File: src/rtl/gray_to_binary_sync_decoder.sv
// Gray-coded word synchroniser and Gray-to-binary decoder with change-valid strobe.
// Define GRAY_DECODER_STEP_CHECK_EN to add the single-bit step checker and error counter.
module gray_to_binary_sync_decoder #(
   parameter int unsigned DATA_WIDTH  = 32,
   parameter int unsigned SYNC_STAGES = 2
) (
   input  logic                  Clock,
   input  logic                  Reset_n,
   input  logic                  Enable_In,
   input  logic [DATA_WIDTH-1:0] Gray_Data_In,
   input  logic                  Clear_Error_In,
   output logic [DATA_WIDTH-1:0] Binary_Data_Out,
   output logic                  Valid_Out,
   output logic                  Step_Error_Out,
   output logic [7:0]            Error_Count_Out
);

   localparam int unsigned FILL_W = $clog2(SYNC_STAGES + 1);

   logic [DATA_WIDTH-1:0] sync_q [SYNC_STAGES];
   logic [FILL_W-1:0]     fill_q;
   logic                  primed_q, primed_d;
   logic [DATA_WIDTH-1:0] g_prev_q, g_prev_d;
   logic [DATA_WIDTH-1:0] bin_q, bin_d;
   logic                  valid_q, valid_d;
   logic [DATA_WIDTH-1:0] g;
   logic                  filled, prime, change, load;

   function automatic logic [DATA_WIDTH-1:0] g2b(input logic [DATA_WIDTH-1:0] gray);
      logic [DATA_WIDTH-1:0] bin;
      bin[DATA_WIDTH-1] = gray[DATA_WIDTH-1];
      for (int i = DATA_WIDTH - 2; i >= 0; i--) begin
         bin[i] = bin[i+1] ^ gray[i];
      end
      return bin;
   endfunction

   assign g      = sync_q[SYNC_STAGES-1];
   assign filled = (fill_q == FILL_W'(SYNC_STAGES));
   assign prime  = Enable_In && filled && !primed_q;
   assign change = Enable_In && primed_q && (g != g_prev_q);
   assign load   = prime || change;

   // Chain and fill counter run regardless of Enable_In
   always_ff @(posedge Clock) begin
      if (!Reset_n) begin
         for (int unsigned i = 0; i < SYNC_STAGES; i++) begin
            sync_q[i] <= '0;
         end
         fill_q <= '0;
      end else begin
         sync_q[0] <= Gray_Data_In;
         for (int unsigned i = 1; i < SYNC_STAGES; i++) begin
            sync_q[i] <= sync_q[i-1];
         end
         if (!filled) begin
            fill_q <= fill_q + FILL_W'(1);
         end
      end
   end

   always_comb begin
      primed_d = primed_q;
      g_prev_d = g_prev_q;
      bin_d    = bin_q;
      valid_d  = 1'b0;
      if (!Enable_In) begin
         primed_d = 1'b0;
      end else if (load) begin
         primed_d = 1'b1;
         g_prev_d = g;
         bin_d    = g2b(g);
         valid_d  = 1'b1;
      end
   end

   always_ff @(posedge Clock) begin
      if (!Reset_n) begin
         primed_q <= 1'b0;
         g_prev_q <= '0;
         bin_q    <= '0;
         valid_q  <= 1'b0;
      end else begin
         primed_q <= primed_d;
         g_prev_q <= g_prev_d;
         bin_q    <= bin_d;
         valid_q  <= valid_d;
      end
   end

   assign Binary_Data_Out = bin_q;
   assign Valid_Out       = valid_q;

`ifdef GRAY_DECODER_STEP_CHECK_EN
   logic [DATA_WIDTH-1:0] diff;
   logic                  multi_bit;
   logic                  err_flag_q, err_flag_d;
   logic [7:0]            err_cnt_q, err_cnt_d;

   // x & (x-1) is non-zero exactly when more than one bit is set
   assign diff      = g ^ g_prev_q;
   assign multi_bit = |(diff & (diff - DATA_WIDTH'(1)));

   always_comb begin
      err_flag_d = err_flag_q;
      err_cnt_d  = err_cnt_q;
      if (change && multi_bit) begin
         err_flag_d = 1'b1;
         if (Clear_Error_In) begin
            err_cnt_d = 8'd1;
         end else if (err_cnt_q != 8'hFF) begin
            err_cnt_d = err_cnt_q + 8'd1;
         end
      end else if (Clear_Error_In) begin
         err_flag_d = 1'b0;
         err_cnt_d  = 8'd0;
      end
   end

   always_ff @(posedge Clock) begin
      if (!Reset_n) begin
         err_flag_q <= 1'b0;
         err_cnt_q  <= 8'd0;
      end else begin
         err_flag_q <= err_flag_d;
         err_cnt_q  <= err_cnt_d;
      end
   end

   assign Step_Error_Out  = err_flag_q;
   assign Error_Count_Out = err_cnt_q;
`else
   logic unused_clear;
   assign unused_clear    = Clear_Error_In;
   assign Step_Error_Out  = 1'b0;
   assign Error_Count_Out = 8'd0;
`endif

endmodule

File: config.mk
export PLATFORM = sky130hd
export DESIGN_NAME = gray_to_binary_sync_decoder
export DESIGN_NICKNAME = d
export VERILOG_FILES = /design/src/rtl/gray_to_binary_sync_decoder.sv
export SDC_FILE = /design/constraint.sdc
export NUM_CORES = 1
export LEC_CHECK = 0
export ABC_CLOCK_PERIOD_IN_PS = 3200
export CAP_MARGIN = 40
export CORE_UTILIZATION = 25
export CTS_CLUSTER_DIAMETER = 50
export CTS_CLUSTER_SIZE = 16
export DETAILED_ROUTE_END_ITERATION = 8
export GPL_TIMING_DRIVEN = 0
export PLACE_DENSITY = 0.44
export SLEW_MARGIN = 15
export SYNTH_ARGS = -nofsm -noshare
export SYNTH_HDL_FRONTEND = slang
export SYNTH_SLANG_ARGS = --single-unit
File: constraint.sdc
create_clock -name Clock -period 3.2 [get_ports Clock]
set_input_delay 0.32 -clock Clock [delete_from_list [all_inputs] [get_ports Clock]]
set_output_delay 0.32 -clock Clock [all_outputs]
set_load 0.02 [all_outputs]
==> load_flow_metrics.sql <==
INSERT INTO impl_metrics (metric_group, metric, value, unit) VALUES
('detailed_routing', 'vias', '3272', ''),
('sta', 'setup_repair_after_global_routing_missed_its_margin', 'false', ''),
('synth', 'synthesis.yosys.warnings', '0', ''),
('sta', 'fin_setup_tns', '0', 'ps'),
('synth', 'post_synth.cell_area_avg', '10.76', 'um2'),
('synth', 'synth.cell_area', '5102', 'um2'),
('floorplan', 'design.die.area', '20980', 'um2'),
('synth', 'synth_seq_cells', '131', ''),
('global_routing', 'global_route.usage.met2', '0.1835', ''),
('cells_and_area', 'layout-drive-gt1-share', '0.09622', ''),
('global_routing', 'grt-ovfl-total', '0', ''),
('clocking', 'cts_made_buffers', '17', ''),
('global_routing', 'globalRoute.busiestLayer', 'met2', ''),
('clocking', 'postCtsHoldBufs', '0', ''),
('detailed_routing', 'avgRoutedWirePerCell', '13.22', 'um'),
('detailed_routing', 'route.detailed.drc', '0', ''),
('cells_and_area', 'nNetsFinal', '606', ''),
('sta', 'setup_skew_after_layout', '7.083', 'ps'),
('synth', 'synth.top_cells.by_count', '131 x sky130_fd_sc_hd__dfxtp_1, 64 x sky130_fd_sc_hd__and2_1, 53 x sky130_fd_sc_hd__nor2_1', ''),
('hold_path', 'holdCritPathClass', 'flop to flop', ''),
('power_and_ir_drop', 'ir_worst_vdd', '0.3025', 'mV'),
('global_routing', 'grt_first_pass_wirelength', '17530', 'um'),
('synth', 'yosysMostFrequentCell', 'sky130_fd_sc_hd__dfxtp_1', ''),
('sta', 'final-setup-viol-count', '0', ''),
('clocking', 'cts-root-buf', 'sky130_fd_sc_hd__clkbuf_16', ''),
('cells_and_area', 'layout-area-overhead-vs-synth', '32.47', '%'),
('global_routing', 'antenna_found_initial', '0', ''),
('power_and_ir_drop', 'pwr_density', '736.0', 'nW/um2'),
('sta', 'fin_ws', '293.7', 'ps'),
('synth', 'synth_top_flop_cell', 'sky130_fd_sc_hd__dfxtp_1', ''),
('cells_and_area', 'insertedDiodeCount', '0', ''),
('synth', 'synth_async_sr_flop_share', '0', ''),
('setup_path', 'critPathCaptureType', 'flop', ''),
('clocking', 'buffer_depth_of_the_longest_clock_path', '2', ''),
('clocking', 'cts_tree', 'yes', ''),
('placed_design', 'io_buffers', '67', ''),
('setup_path', 'crit_fanout', '5', ''),
('setup_path', 'crit_arrival', '3260', 'ps'),
('floorplan', 'number_of_top_level_design_ports', '78', ''),
('setup_path', 'critical_path_class', 'flop to flop', ''),
('power_and_ir_drop', 'leakagePower', '2.980', 'nW'),
('sta', 'min_period_over_period', '0.9082', ''),
('detailed_routing', 'drt_wl_total', '11200', 'um'),
('clocking', 'clk_latency', '410', 'ps'),
('synth', 'yosys.cell_types.count', '36', ''),
('global_routing', 'use_met1', '0.1473', ''),
('placed_design', 'post_placement_setup_slack', '157.8', 'ps'),
('synth', 'synth_enable_flop_cells', '0', ''),
('sta', 'fmaxAchievable', '344.1', 'MHz'),
('detailed_routing', 'drtIter0Drc', '126', ''),
('floorplan', 'core_area', '19720', 'um2'),
('floorplan', 'die-width', '144.9', 'um'),
('detailed_routing', 'drt_pre_antenna_iters', '4', ''),
('sta', 'final.min_clock_period', '2906', 'ps'),
('sta', 'relative_slew_margins', '0.5724', ''),
('global_routing', 'global_route.usage.total', '0.1156', ''),
('placed_design', 'hpwl', '8521', 'um'),
('global_routing', 'number_of_global_route_vias_before_repair', '3263', ''),
('detailed_routing', 'detail_route.vias_per_cell', '3.863', ''),
('global_routing', 'grt_max_degree', '17', ''),
('sta', 'least_margin_pin_slew', '641.4', 'ps'),
('synth', 'gate_count_of_the_mapped_netlist', '474', ''),
('global_routing', 'globalRouteMet3Util', '0.03060', ''),
('clocking', 'tritoncts_num_sinks', '131', ''),
('sta', 'timing_hold_violations_final', '0', ''),
('run', 'max-cap-violations', '0', ''),
('clocking', 'path_clk_slew', '60', 'ps'),
('placed_design', 'gp_congestion', '0.7320', ''),
('synth', 'synthDominantCellAreaShare', '0.5140', ''),
('synth', 'synthTopCellsByArea', 'sky130_fd_sc_hd__dfxtp_1 51%, sky130_fd_sc_hd__mux2i_1 9.4%, sky130_fd_sc_hd__and2_1 7.8%', ''),
('floorplan', 'effective_utilization_at_floorplan', '0.2588', ''),
('status', 'status', 'complete, no violations', ''),
('sta', 'finalMaxSlewViolations', '0', ''),
('synth', 'netlist.top_cell.by_area', 'sky130_fd_sc_hd__dfxtp_1', ''),
('floorplan', 'fp.dieH', '144.9', 'um'),
('floorplan', 'placement_rows', '51', ''),
('clocking', 'cts_htree_levels', '4', ''),
('setup_path', 'startpoint_class_of_the_critical_path', 'flop', ''),
('synth', 'ys_seq_area_frac', '0.5140', ''),
('setup_path', 'cp.required', '3550', 'ps'),
('detailed_routing', 'final_antenna_net_count', '0', '');
layer usage:
metal	share of wire	wire length, um	up-vias
li1	-	-	1696
met1	0.49	5539	1499
met2	0.45	5087	63
met3	0.035	391	14
met4	0.016	178	0
met5	0	0	-
metrics by stage:
stage	power, W	hold slack (ps)	utilization	std cells	instance area, um2
finish	0.004975	431.1	0.3428	847	6759
global route	0.005232	447.0	0.3428	847	6759
CTS	0.005047	430.7	0.3419	846	6741
detailed placement	0.003056	417.7	0.3111	814	6135
global placement	0.003036	420.4	0.3111	814	6135
floorplan	0.002694	411.9	-	482	5132
path summary, 6_finish.rpt:
| path | startpoint | to | slack, ps | depth (start not counted) |
|---|---|---|---|---|
| setup / recovery | sync_q[0][63] | Binary_Data_Out[3] | 290 | 7 |
| hold / removal | sync_q[0][8] | sync_q[0][40] | 430 | 1 |
| setup reg to reg | sync_q[0][63] | Binary_Data_Out[3] | 290 | 7 |
| hold reg to reg | sync_q[0][8] | sync_q[0][40] | 430 | 1 |
where the power goes:
| part | internal, W | switching (W) | total (W) |
|---|---|---|---|
| combinational | 0.000569 | 0.000585 | 0.00115 |
| clock | 0.00123 | 0.000738 | 0.00197 |
| sequential | 0.00177 | 0.0000868 | 0.00185 |
critical path, stage by stage (launching register included):
cell	delay [ps]
sky130_fd_sc_hd__dfxtp_1	450
sky130_fd_sc_hd__xor3_4	640
sky130_fd_sc_hd__xor2_4	230
sky130_fd_sc_hd__xnor3_2	460
sky130_fd_sc_hd__xor2_2	260
sky130_fd_sc_hd__xor2_1	360
sky130_fd_sc_hd__nor4b_2	290
sky130_fd_sc_hd__a311o_1	150
flip-flops by register name, indices dropped and copies added, names as in the netlist:
register / cells
Binary_Data_Out: 31
Valid_Out: 1
fill_q: 2
g_prev_q: 32
primed_q: 1
sync_q: 64
placed cells by master, fill, tap and decap left out, types with 4 or more instances in the layout:
master	instances
sky130_fd_sc_hd__nor2_1	53
sky130_fd_sc_hd__nor2b_1	4
sky130_fd_sc_hd__clkbuf_2	5
sky130_fd_sc_hd__clkbuf_16	17
sky130_fd_sc_hd__xnor3_1	5
sky130_fd_sc_hd__dfxtp_1	131
sky130_fd_sc_hd__clkinvlp_4	5
sky130_fd_sc_hd__clkdlybuf4s50_1	67
sky130_fd_sc_hd__mux2i_1	48
sky130_fd_sc_hd__clkbuf_1	16
sky130_fd_sc_hd__nand4_1	5
sky130_fd_sc_hd__buf_4	10
sky130_fd_sc_hd__and2_1	64
sky130_fd_sc_hd__nor4_1	4
sky130_fd_sc_hd__xnor2_1	40
sky130_fd_sc_hd__xor2_1	30
sky130_fd_sc_hd__a21oi_1	11
sky130_fd_sc_hd__conb_1	9
sky130_fd_sc_hd__nand2_1	19
repair_timing:
item,4_1_cts,5_1_grt
gates resized for setup,0,10
setup buffers,0,0
endpoints found under the setup margin,0,28
final cells by class:
| cell class | instances | area [um2] |
|---|---|---|
| buffer | 32 | 163.9 |
| clock buffer | 17 | 425.4 |
| clock inverter | 15 | 181.4 |
| fill | 1998 | 12960 |
| inverter | 3 | 11.26 |
| multi-input combinational | 316 | 2341 |
| sequential | 131 | 2623 |
| tap | 265 | 331.6 |
| timing repair buffer | 68 | 681.9 |
kinds of logic after synthesis:
logic type / count (synthesis) / synth area share
AO/OA/AOI/OAI: 19 / 0.02231
XOR/XNOR: 82 / 0.1751
adder cells (fa/ha/maj): 1 / 0.002452
buffers and inverters: 35 / 0.03310
flip-flops: 131 / 0.5140
multiplexers: 48 / 0.09416
other: 1 / 0.0007349
AND/OR/NAND/NOR: 157 / 0.1582
Power figures use the tool's default switching activity.
